[config.mk]
export PLATFORM = sky130hd
export DESIGN_NAME = gate_request_arbiter
export DESIGN_NICKNAME = d
export VERILOG_FILES = /design/src/rtl/gate_arb_pkg.sv /design/src/rtl/rr_pick.sv /design/src/rtl/gate_request_arbiter.sv
export SDC_FILE = /design/constraint.sdc
export NUM_CORES = 1
export LEC_CHECK = 0
export CAP_MARGIN = 20
export CORE_MARGIN = 1
export CORE_UTILIZATION = 58
export DETAILED_ROUTE_END_ITERATION = 10
export HOLD_SLACK_MARGIN = 0.06
export PLACE_DENSITY = 0.84
export SLEW_MARGIN = 20
export SYNTH_ARGS = -nofsm -noshare
export SYNTH_HDL_FRONTEND = slang
export SYNTH_SLANG_ARGS = --single-unit
[constraint.sdc]
create_clock -name clk_i -period 5.1 [get_ports clk_i]
set_clock_uncertainty 0.05 [all_clocks]
set_input_delay 1.02 -clock clk_i [delete_from_list [all_inputs] [get_ports clk_i]]
set_output_delay 1.02 -clock clk_i [all_outputs]
set_load 0.03 [all_outputs]
[src/rtl/gate_arb_pkg.sv]
// Shared types and helpers for the gate request arbiter.
// Holds the FSM state encoding and round-robin index arithmetic.
package gate_arb_pkg;

    typedef enum logic [1:0] {
        S_HOLD,
        S_IDLE,
        S_GATE,
        S_GAP
    } state_e;

    localparam int HOLDOFF_DEF = 240;

    function automatic int next_idx(input int i, input int n);
        return (i + 1 >= n) ? 0 : i + 1;
    endfunction

endpackage

[src/rtl/rr_pick.sv]
// Combinational round-robin selector: first set request at or
// after ptr, wrapping modulo NREQ.
module rr_pick #(
    parameter int NREQ = 4,
    parameter int PW   = $clog2(NREQ)
) (
    input  logic [NREQ-1:0] req,
    input  logic [PW-1:0]   ptr,
    output logic            valid,
    output logic [PW-1:0]   idx
);

    logic [PW-1:0] j;

    // Scan from the far end so the nearest index to ptr wins last.
    always_comb begin
        valid = 1'b0;
        idx   = '0;
        j     = '0;
        for (int k = NREQ - 1; k >= 0; k--) begin
            j = PW'((int'(ptr) + k) % NREQ);
            if (req[j]) begin
                valid = 1'b1;
                idx   = j;
            end
        end
    end

endmodule

[src/rtl/gate_request_arbiter.sv]
// Shares one programmable-length gate generator between NREQ
// edge-captured trigger sources, granted round-robin.
module gate_request_arbiter
    import gate_arb_pkg::*;
#(
    parameter int NREQ    = 4,
    parameter int CNT_W   = 8,
    parameter int HOLDOFF = HOLDOFF_DEF,
    parameter int GAP     = 1
) (
    input  logic             clk_i,
    input  logic             rst_i,
    input  logic [NREQ-1:0]  polarity_i,
    input  logic [NREQ-1:0]  pulse_i,
    input  logic             enable_i,
    input  logic [CNT_W-1:0] width_i,
    input  logic             clr_ovf_i,
    output logic             gate_o,
    output logic [NREQ-1:0]  grant_o,
    output logic             busy_o,
    output logic             ready_o,
    output logic [NREQ-1:0]  overflow_o
);

    localparam int PW = $clog2(NREQ);
    localparam int HW = $clog2(HOLDOFF + 1);
    localparam logic [HW-1:0] HOLD_LAST = HW'(HOLDOFF - 1);
    localparam logic [CNT_W-1:0] GAP_LAST =
        CNT_W'((GAP > 0) ? GAP - 1 : 0);

    state_e           state, state_n;
    logic [HW-1:0]    hold_cnt, hold_n;
    logic [CNT_W-1:0] cnt, cnt_n;
    logic [PW-1:0]    ptr, ptr_n;
    logic [PW-1:0]    pick_idx;
    logic             pick_valid;
    logic             can_grant;
    logic             take;
    logic             gate_n;
    logic [NREQ-1:0]  norm, hist, rise;
    logic [NREQ-1:0]  pending, pend_n;
    logic [NREQ-1:0]  ovf_n, grant_n, take_mask;

    assign norm      = ~(pulse_i ^ polarity_i);
    assign rise      = norm & ~hist;
    assign can_grant = enable_i & pick_valid;

    rr_pick #(
        .NREQ (NREQ),
        .PW   (PW)
    ) u_pick (
        .req   (pending),
        .ptr   (ptr),
        .valid (pick_valid),
        .idx   (pick_idx)
    );

    always_comb begin
        state_n   = state;
        hold_n    = hold_cnt;
        cnt_n     = cnt;
        ptr_n     = ptr;
        gate_n    = gate_o;
        grant_n   = grant_o;
        take      = 1'b0;
        take_mask = '0;

        unique case (state)
            S_HOLD: begin
                if (hold_cnt == HOLD_LAST) begin
                    state_n = S_IDLE;
                end else begin
                    hold_n = hold_cnt + 1'b1;
                end
            end
            S_IDLE: begin
                take = can_grant;
            end
            S_GATE: begin
                if (cnt == '0) begin
                    gate_n  = 1'b0;
                    grant_n = '0;
                    if (GAP == 0) begin
                        state_n = S_IDLE;
                        take    = can_grant;
                    end else begin
                        state_n = S_GAP;
                        cnt_n   = GAP_LAST;
                    end
                end else begin
                    cnt_n = cnt - 1'b1;
                end
            end
            S_GAP: begin
                if (cnt == '0) begin
                    state_n = S_IDLE;
                    take    = can_grant;
                end else begin
                    cnt_n = cnt - 1'b1;
                end
            end
            default: state_n = S_HOLD;
        endcase

        // A grant may start from IDLE or straight off a GATE/GAP exit.
        if (take) begin
            state_n   = S_GATE;
            gate_n    = 1'b1;
            grant_n   = NREQ'(1) << pick_idx;
            take_mask = grant_n;
            ptr_n     = PW'(next_idx(int'(pick_idx), NREQ));
            cnt_n     = (width_i == '0) ? '0 : width_i - 1'b1;
        end

        pend_n = (pending & ~take_mask)
               | ((state != S_HOLD) ? rise : '0);
        ovf_n  = (clr_ovf_i ? '0 : overflow_o)
               | (rise & pending);
    end

    always_ff @(posedge clk_i or posedge rst_i) begin
        if (rst_i) begin
            state      <= S_HOLD;
            hold_cnt   <= '0;
            cnt        <= '0;
            ptr        <= '0;
            hist       <= '0;
            pending    <= '0;
            overflow_o <= '0;
            gate_o     <= 1'b0;
            grant_o    <= '0;
            busy_o     <= 1'b0;
            ready_o    <= 1'b0;
        end else begin
            state      <= state_n;
            hold_cnt   <= hold_n;
            cnt        <= cnt_n;
            ptr        <= ptr_n;
            hist       <= norm;
            pending    <= pend_n;
            overflow_o <= ovf_n;
            gate_o     <= gate_n;
            grant_o    <= grant_n;
            busy_o     <= (state_n == S_GATE) ||
                          (state_n == S_GAP);
            ready_o    <= (state_n != S_HOLD);
        end
    end

endmodule

### Word level (Yosys, flattened, before mapping)

Index checks and enable logic that the tools add are counted.
W data, S select, Z words.

* flip-flop bits (word level): 39
* input port bits: 20
* output and inout port bits: 11
* word-level logic and storage cells: 92

* add/subtract/negate cells: 7
* order comparisons: 5
* equality and inequality tests: 7
* shift-type cells: 1
* mux-type cells: 38
* bitwise logic cells: 11
* reduce and logical (&&, ||, !) cells: 12

Operators by type and width (number)
* $mux W8: 4
* $mux W4: 6
* $mux W2: 9
* $logic_not A8 Y1: 2
* $pmux W8 S2: 1
* $sub A8 B1 Y8 const B: 2
* $and A4 B4 Y4: 3
* $lt A2 B3 Y1 const B: 4
* $mux W1: 12
* $not A4 Y4: 3
* $add A8 B1 Y8 const B: 1
* $bmux W1 S2: 4
* $eq A2 B2 Y1 const B: 4
* $eq A8 B8 Y1 const B: 1
* $or A4 B4 Y4: 2
* $reduce_bool A2 Y1: 4
* $pmux W2 S3: 1
* $reduce_and A2 Y1: 3
* $add A2 B2 Y2 const B: 2
* $shl A1 B2 Y4 const A: 1
* $xor A4 B4 Y4: 1
* $add A2 B1 Y3 const B: 1
* $ge A3 B3 Y1 const B: 1
* $ne A3 B3 Y1 const B: 1
* 8 further kinds: 8

### Logic depth before layout (Yosys ltp)

Gate-level depths: netlist (run 1).

* word-level depth: 14
* mapped depth: 7

### Modules after synthesis

A second synthesis (run 1) with hierarchy kept.

* cells, all modules: 211
* area total of the unflattened synthesis: 2072.0 um2

Modules (own cells, without submodules)
* gate_request_arbiter: instances 1, cells an instance 198, area each 1994.4 um2
* rr_pick: instances 1, cells an instance 13, area each 77.6 um2

### Worst setup path after synthesis (run 1)

Ideal clock, no wire load.

* kind: input to register
* start: input port width_i[0]
* end: register cnt[4]
* setup time: 129 ps
* arrival: 2365 ps
* setup slack: 2557 ps
* stages on the path: 6
* cells stage by stage: inv_1 > ha_1 > or3b_2 > o211ai_2 > nor3_1 > a2111o_1

* cells in the longest elaborated chain, start to end: 3
* elaborated cells on any way between the ends: 4
* those cells by class: 1 x add/sub; 2 x mux; 1 x reduce/logical

RTL lines
* start: declaration: line gate_request_arbiter.sv:16 `input logic [CNT_W-1:0] width_i,`
* $sub A8 B1 Y8 or $logic_not A8 Y1 (tied branches): line gate_request_arbiter.sv:112 `cnt_n = (width_i == '0) ? '0 : width_i - 1'b1;`
* $mux W8 (*): line gate_request_arbiter.sv:112
* $mux W8 (*): line gate_request_arbiter.sv:106 `if (take) begin`
* end signal: assignment: line gate_request_arbiter.sv:137 `cnt <= cnt_n;`
* end: declaration: line gate_request_arbiter.sv:33 `logic [CNT_W-1:0] cnt, cnt_n;`

Every way passes the cells marked *; elsewhere a longest branch is shown, timed or not.
A chain may end at the register's enable or synchronous reset.

### Final worst setup path (run 1)

Ends and elaborated chain as after synthesis.

==> results of run 1 <==
## power by group through the flow
stage | logic, mW | clock network [mW] | registers [mW]
5_1_grt | 0.413 | 0.275 | 0.494
3_3_place_gp | 0.354 | 0 | 0.480
2_1_floorplan | 0.247 | 0 | 0.484
3_5_place_dp | 0.367 | 0 | 0.481
6_report | 0.370 | 0.265 | 0.481
4_1_cts | 0.370 | 0.267 | 0.477
## routing by layer
metal	wire length, µm	part of all wire
met1	1900	0.42
met2	2180	0.48
met3	339	0.075
met4	125	0.027
met5	0	0
## worst max path at each step
| stage | endpoint | depth (start not counted) | slack [ns] | start |
|---|---|---|---|---|
| 2_1_floorplan | cnt[4] | 6 | 2.56 | width_i[0] |
| 3_3_place_gp | cnt[4] | 7 | 2.01 | width_i[0] |
| 3_5_place_dp | cnt[4] | 7 | 1.95 | width_i[0] |
| 4_1_cts | cnt[4] | 7 | 2.27 | width_i[0] |
| 5_1_grt | cnt[4] | 7 | 2.13 | width_i[0] |
| 6_report | cnt[4] | 7 | 2.26 | width_i[0] |
## kinds of logic after synthesis
| kind of cell | Yosys count | synth area share |
|---|---|---|
| xor+xnor | 16 | 0.0650 |
| compound gates | 57 | 0.195 |
| fa+ha+maj | 8 | 0.0464 |
| flops | 39 | 0.452 |
| simple gates | 67 | 0.180 |
| buf+inv | 23 | 0.0458 |
| mux | 3 | 0.0151 |
## through the flow
step	hold WS [ns]	power (mW)	utilization	std cells	worst slack [ns]
final	0.423	1.12	0.758	293	2.26
after global routing	0.474	1.18	0.758	293	2.13
after CTS	0.423	1.11	0.758	293	2.27
after detailed placement	0.412	0.848	0.724	285	1.95
after floorplan	0.392	0.731	-	213	2.56
after global placement	0.415	0.833	0.724	285	2.01
## cells in the final DEF, fill, tap and decap left out, drive strengths merged, types with 7 or more instances in the layout
master	instances
nand3	10
clkdlybuf4s50	30
nor2	11
nand2	10
xnor2	12
o21ai	14
inv	18
ha	8
dfrtp	39
a21oi	7
## flip-flops by register name, summed over array words and instances (netlist names)
name / flops
grant_o: 4
hold_cnt: 8
overflow_o: 4
state: 2
busy_o: 1
ptr: 2
hist: 4
ready_o: 1
cnt: 8
pending: 4
gate_o: 1
## layout make-up
class	count	area, µm²
clock inverter	2	35.0
inverter	18	67.6
multi-input combinational	151	1080
tap	46	57.6
fill	245	833
clock buffer	6	82.6
timing repair buffer	31	308
sequential	39	976
==> results.md, run 1 <==
- Sw Pwr: 398 µW
- Synthesized area: 2160 µm²
- Layout Nets: 274
- Pwr per Cell Area: 428 nW/µm²
- CTS-repair resized insts: 0
- Width of the die: 63.0 µm
- Remaining Overflow, GRT: 0
- Largest net degree at the start of global routing: 40
- CTS tree: built
- Number of setup buffers added after CTS: 0
- Hold/Removal Path Class: reg2reg
- Busiest grt layer: met2
- Row count: 21
- Area grow syn2layout: 20.9%
- Reg clk slew, reported paths: 0.07 ns
- Status: finished, final reports clean
- Die area: 3970 µm²
- Synth cell types: 57
- Worst r2r path cells: 6
- Synth top area share: 0.452
- Vias in the first global route: 1769
- Logic pwr share: 0.332
- Final setup fails: 0
- Top delay family on crit path: compound AO/OA/AOI/OAI gates
- CP endpoint kind: register
- Hold path depth: 1
- Peak Freq: 353 MHz
- Cell Int Power: 718 µW
- Fin crit period: 2.84 ns
- Clk buf depth: 2
- Worst-Margin Slew: 0.722 ns
- Num CTS Buffers: 5
- P_leak: 1.07 nW
- Fraction of power spent switching nets: 0.357
- Synth top area cells: dfrtp_1 (45%), xnor2_1 (4.9%), ha_1 (4.6%)
- Clock power share: 0.237
- Top_reg_cell synth: dfrtp_1
- CP max-delay cell: or3b_2
- Unrepaired setup endpoints after global routing: false
- Max FO, Critical Path: 6
- First-pass GRT wire length: 8110 µm
- Hold_buf cts: 0
- CP Launch Type: input port
- Buf+Inv Stages, Crit Path: 2
- Slew Limit Fails: 0
- Setup TNS: 0 ns
- First-pass iteration count of the detailed router: 4
- Seq pwr share: 0.431
- Top-count cell post-synth: dfrtp_1
- Post-Route WL: 4550 µm
- Syn Area/Cell: 10.1 µm²
- Starting Density: 0.627
- DIE HEIGHT: 63.0 µm
- Placed Area: 2490 µm²
- Setup CP Type: in2reg
- Post-Syn Nets: 241
- Critical path data required time: 5.23 ns
- Ports: 31
- Worst R2R End: cnt[3]
- Final instance area: 2610 µm²
- Final count of hold timing violations: 0
- Hold Crit Start: hold_cnt[7]
- Clock Tree Root: clkbuf_8
- Commonest cells post-synth: dfrtp_1 (39), inv_1 (18), o21ai_0 (13), xnor2_1 (12), nor2_1 (11)
- GRT Overall Usage: 0.269
- #FFs+latches synth: 39
- Fin crit share: 0.556
- CTS sink count: 39
- DR iter-0 viols: 84
- Initial antenna violation count: 0
- Slew margin rel.: 0.519
- Worst EP arrival: 2.97 ns
- Met1 global-route usage: 0.344
- Layout cells sized above 1: 0.105
- Vias per cell: 6.02
- DRC errors left: 0
- Vias: 1763
- Met2 usage: 0.431
- Port Buffer Count: 30
- Worst R2R Setup Slack: 2.87 ns
- Post-DR wirelength/cell: 15.5 µm
- Post-route ant nets: 0
- YS warnings: 0
- Library cell with the largest summed area after synthesis: dfrtp_1
- VDD IR max: 0.294 mV
- Hold EP: hold_cnt[7]
- R2r startpoint: cnt[0]
- Number of flops mapped to enable cells by yosys: 0
- Routability cong.: 0.939
- Synth Instances: 213
- Max Cap Viol: 0
- Critical-path cell list: clkdlybuf4s50_1 -> inv_1 -> ha_1 -> or3b_2 -> o211ai_2 -> nor3_1 -> a2111o_1
- CP max stage delay: 0.49 ns
- Core box area: 3440 µm²
- Ys async rst share: 1.00
- Clk_lat worst skew: 0.30 ns
- Met3 Track Usage GR: 0.0584
- DP Wirelength: 3380 µm
- # diodes: 0
- H-tree Lvls: 2
- Seq/Total Area, Yosys: 0.452
Note: power is estimated with default switching activity, not from simulation.
==> run 2: changes to the inputs <==
- CORE_UTILIZATION: 58 -> 54
- PLACE_DENSITY: 0.84 -> 0.79
- clock period: 5.1 -> 2.7 ns (I/O delays scaled with it)
==> run 2 against run 1 <==
Final area is 1.2% higher; final cell count is 1.4% higher; worst setup slack worse by 1.9 ns; sequential cell count stayed put; clock power is 110% higher; die area is 7.2% higher; combinational power is 89% higher; core utilization is 5.2 points lower; wire length is 0.70% higher; largest power group unchanged.
==> results.md, run 2 (same netlist as run 1, synthesis figures left out) <==
- Status: finished, final reports clean
- VDD IR max: 0.507 mV (+72%)
- Peak Freq: 425 MHz
- First-pass iteration count of the detailed router: 4 (unchanged)
- Pwr per Cell Area: 824 nW/µm² (+92%)
- Initial antenna violation count: 0 (unchanged)
- Crit path to: cnt[4]
- Clk_lat worst skew: 0.29 ns (about the same)
- PnR worst setup slack: 0.349 ns (-1.91 ns)
- Largest net degree at the start of global routing: 40 (unchanged)
- Critical path data required time: 2.82 ns (-2.41 ns)
- Worst R2R End: cnt[3]
- Max Cap Viol: 0 (unchanged)
- R2r startpoint: cnt[0]
- Worst-Margin Slew: 0.727 ns (+0.00467 ns)
- Num CTS Buffers: 5 (unchanged)
- Total Power: 2.18 mW (+95%)
- Critical Path Source: width_i[1]
- DRC errors left: 0 (unchanged)
- CTS sink count: 39 (unchanged)
- First-pass GRT wire length: 7850 µm (-3.3%)
- Layout Nets: 276 (+0.73%)
- Clk buf depth: 2 (unchanged)
- # diodes: 0 (unchanged)
- Remaining Overflow, GRT: 0 (unchanged)
- H-tree Lvls: 2 (unchanged)
- Pre-CTS setup slack: 0.0396 ns (-1.91 ns)
- CP Launch Type: input port
- Clock Tree Root: clkbuf_8
- DR iter-0 viols: 169 (+100%)
- Worst r2r path cells: 6 (unchanged)
- Crit path depth: 7 (unchanged)
- P_leak: 1.08 nW (+1.3%)
- Routability cong.: 0.977 (+4.1%)
- Row count: 22 (+4.8%)
- Fin crit period: 2.35 ns
- Commonest non-fill, non-tap cell in the layout: dfrtp_1
- GRT Overall Usage: 0.245 (-0.0240)
- Fin crit share: 0.871
- Slew Limit Fails: 0 (unchanged)
- Post-Route WL: 4580 µm (+0.70%)
- Placed Area: 2510 µm² (+0.70%)
- CP max-delay cell: or3b_2
- Core box area: 3740 µm² (+8.8%)
- Worst hold slack: 0.424 ns (+0.00126 ns)
- Unrepaired setup endpoints after global routing: false
- Starting Density: 0.576 (-0.0505)
- CP max stage delay: 0.49 ns (about the same)
- Largest registers: cnt (8), hold_cnt (8)
- End-of-flow core utilization: 0.706 (-0.0524)
- Area grow syn2layout: 22.4%
- Post-route ant nets: 0 (unchanged)
- Vias per cell: 5.80 (-3.6%)
- Layout cells sized above 1: 0.108 (+0.00317)
- Number of setup buffers added after CTS: 0 (unchanged)
- Post-route insts no fill: 297 (+1.4%)
- Most frequent cells in the layout: dfrtp_1 (39), clkdlybuf4s50_1 (30), inv_1 (18), o21ai_0 (13), xnor2_1 (12)
- Hold_buf cts: 0 (unchanged)
- CTS tree: built
- Hold/Removal Path Class: reg2reg
- CTS-repair resized insts: 0 (unchanged)
- DIE HEIGHT: 65.2 µm (+3.5%)
- Reg clk slew, reported paths: 0.07 ns (about the same)
- Worst R2R Setup Slack: 0.44 ns (-2.43 ns)
- Vias in the first global route: 1703 (-3.7%)
- Setup TNS: 0 ns (unchanged)
- Post-DR wirelength/cell: 15.4 µm (-0.65%)
- Top delay family on crit path: compound AO/OA/AOI/OAI gates
- Max FO, Critical Path: 6 (unchanged)
- Buf+Inv Stages, Crit Path: 2 (unchanged)
- Critical-path cell list: clkdlybuf4s50_1 -> inv_1 -> ha_1 -> or3b_2 -> o211ai_2 -> nor3_1 -> a2111o_1
- Final instance area: 2640 µm² (+1.2%)
- Vias: 1723 (-2.3%)
- DP Wirelength: 3300 µm (-2.4%)
- Port Buffer Count: 30 (unchanged)
- CP endpoint kind: register
- Ports: 31 (unchanged)
- Width of the die: 65.2 µm (+3.5%)
- Slew margin rel.: 0.516 (-0.00311)
- Placed Cells: 289 (+1.4%)
- Final setup fails: 0 (unchanged)
- Final count of hold timing violations: 0 (unchanged)
- Worst EP arrival: 2.47 ns (-0.50 ns)
- Fillers: 292 (+19%)
- Die area: 4250 µm² (+7.2%)
- Setup CP Type: in2reg
## run 2: cell type report
| cell class | instances | area [µm²] | area share |
|---|---|---|---|
| inverters | 18 | 67.6 | 0.0256 |
| flip-flops and latches | 39 | 976 | 0.369 |
| well taps | 48 | 60.1 | 0.0227 |
| repair buffers | 33 | 323 | 0.122 |
| clock buffers | 6 | 72.6 | 0.0275 |
| clock inverters | 2 | 60.1 | 0.0227 |
| multi-input cells | 151 | 1080 | 0.410 |
## run 2: worst reg2reg max path: cells and delay by family (launching register included)
| family | cells | cell delay, ns |
|---|---|---|
| compound gates | 3 | 0.90 |
| simple gates | 1 | 0.48 |
| buf+inv | 1 | 0.11 |
| fa+ha+maj | 1 | 0.17 |
| flops | 1 | 0.44 |
## run 2: where the power goes
| part | switching [mW] | internal [mW] |
|---|---|---|
| Clock | 0.194 | 0.369 |
| Combinational | 0.366 | 0.336 |
| Sequential | 0.187 | 0.724 |
## run 2: worst min-delay path by stage
stage                 from     endpoint  slack, ns  depth (start not counted)
6_report       hold_cnt[7]  hold_cnt[7]       0.42                          1
5_1_grt        hold_cnt[7]  hold_cnt[7]       0.47                          1
4_1_cts        hold_cnt[7]  hold_cnt[7]       0.43                          1
3_5_place_dp   hold_cnt[7]  hold_cnt[7]       0.41                          1
3_3_place_gp   hold_cnt[7]  hold_cnt[7]       0.41                          1
2_1_floorplan  hold_cnt[7]  hold_cnt[7]       0.39                          1
## run 2: routing by layer
metal  part of all wire  global-route usage
met5                  0                   0
met4              0.010              0.0951
met3              0.050              0.0503
met2               0.49               0.387
met1               0.45               0.329
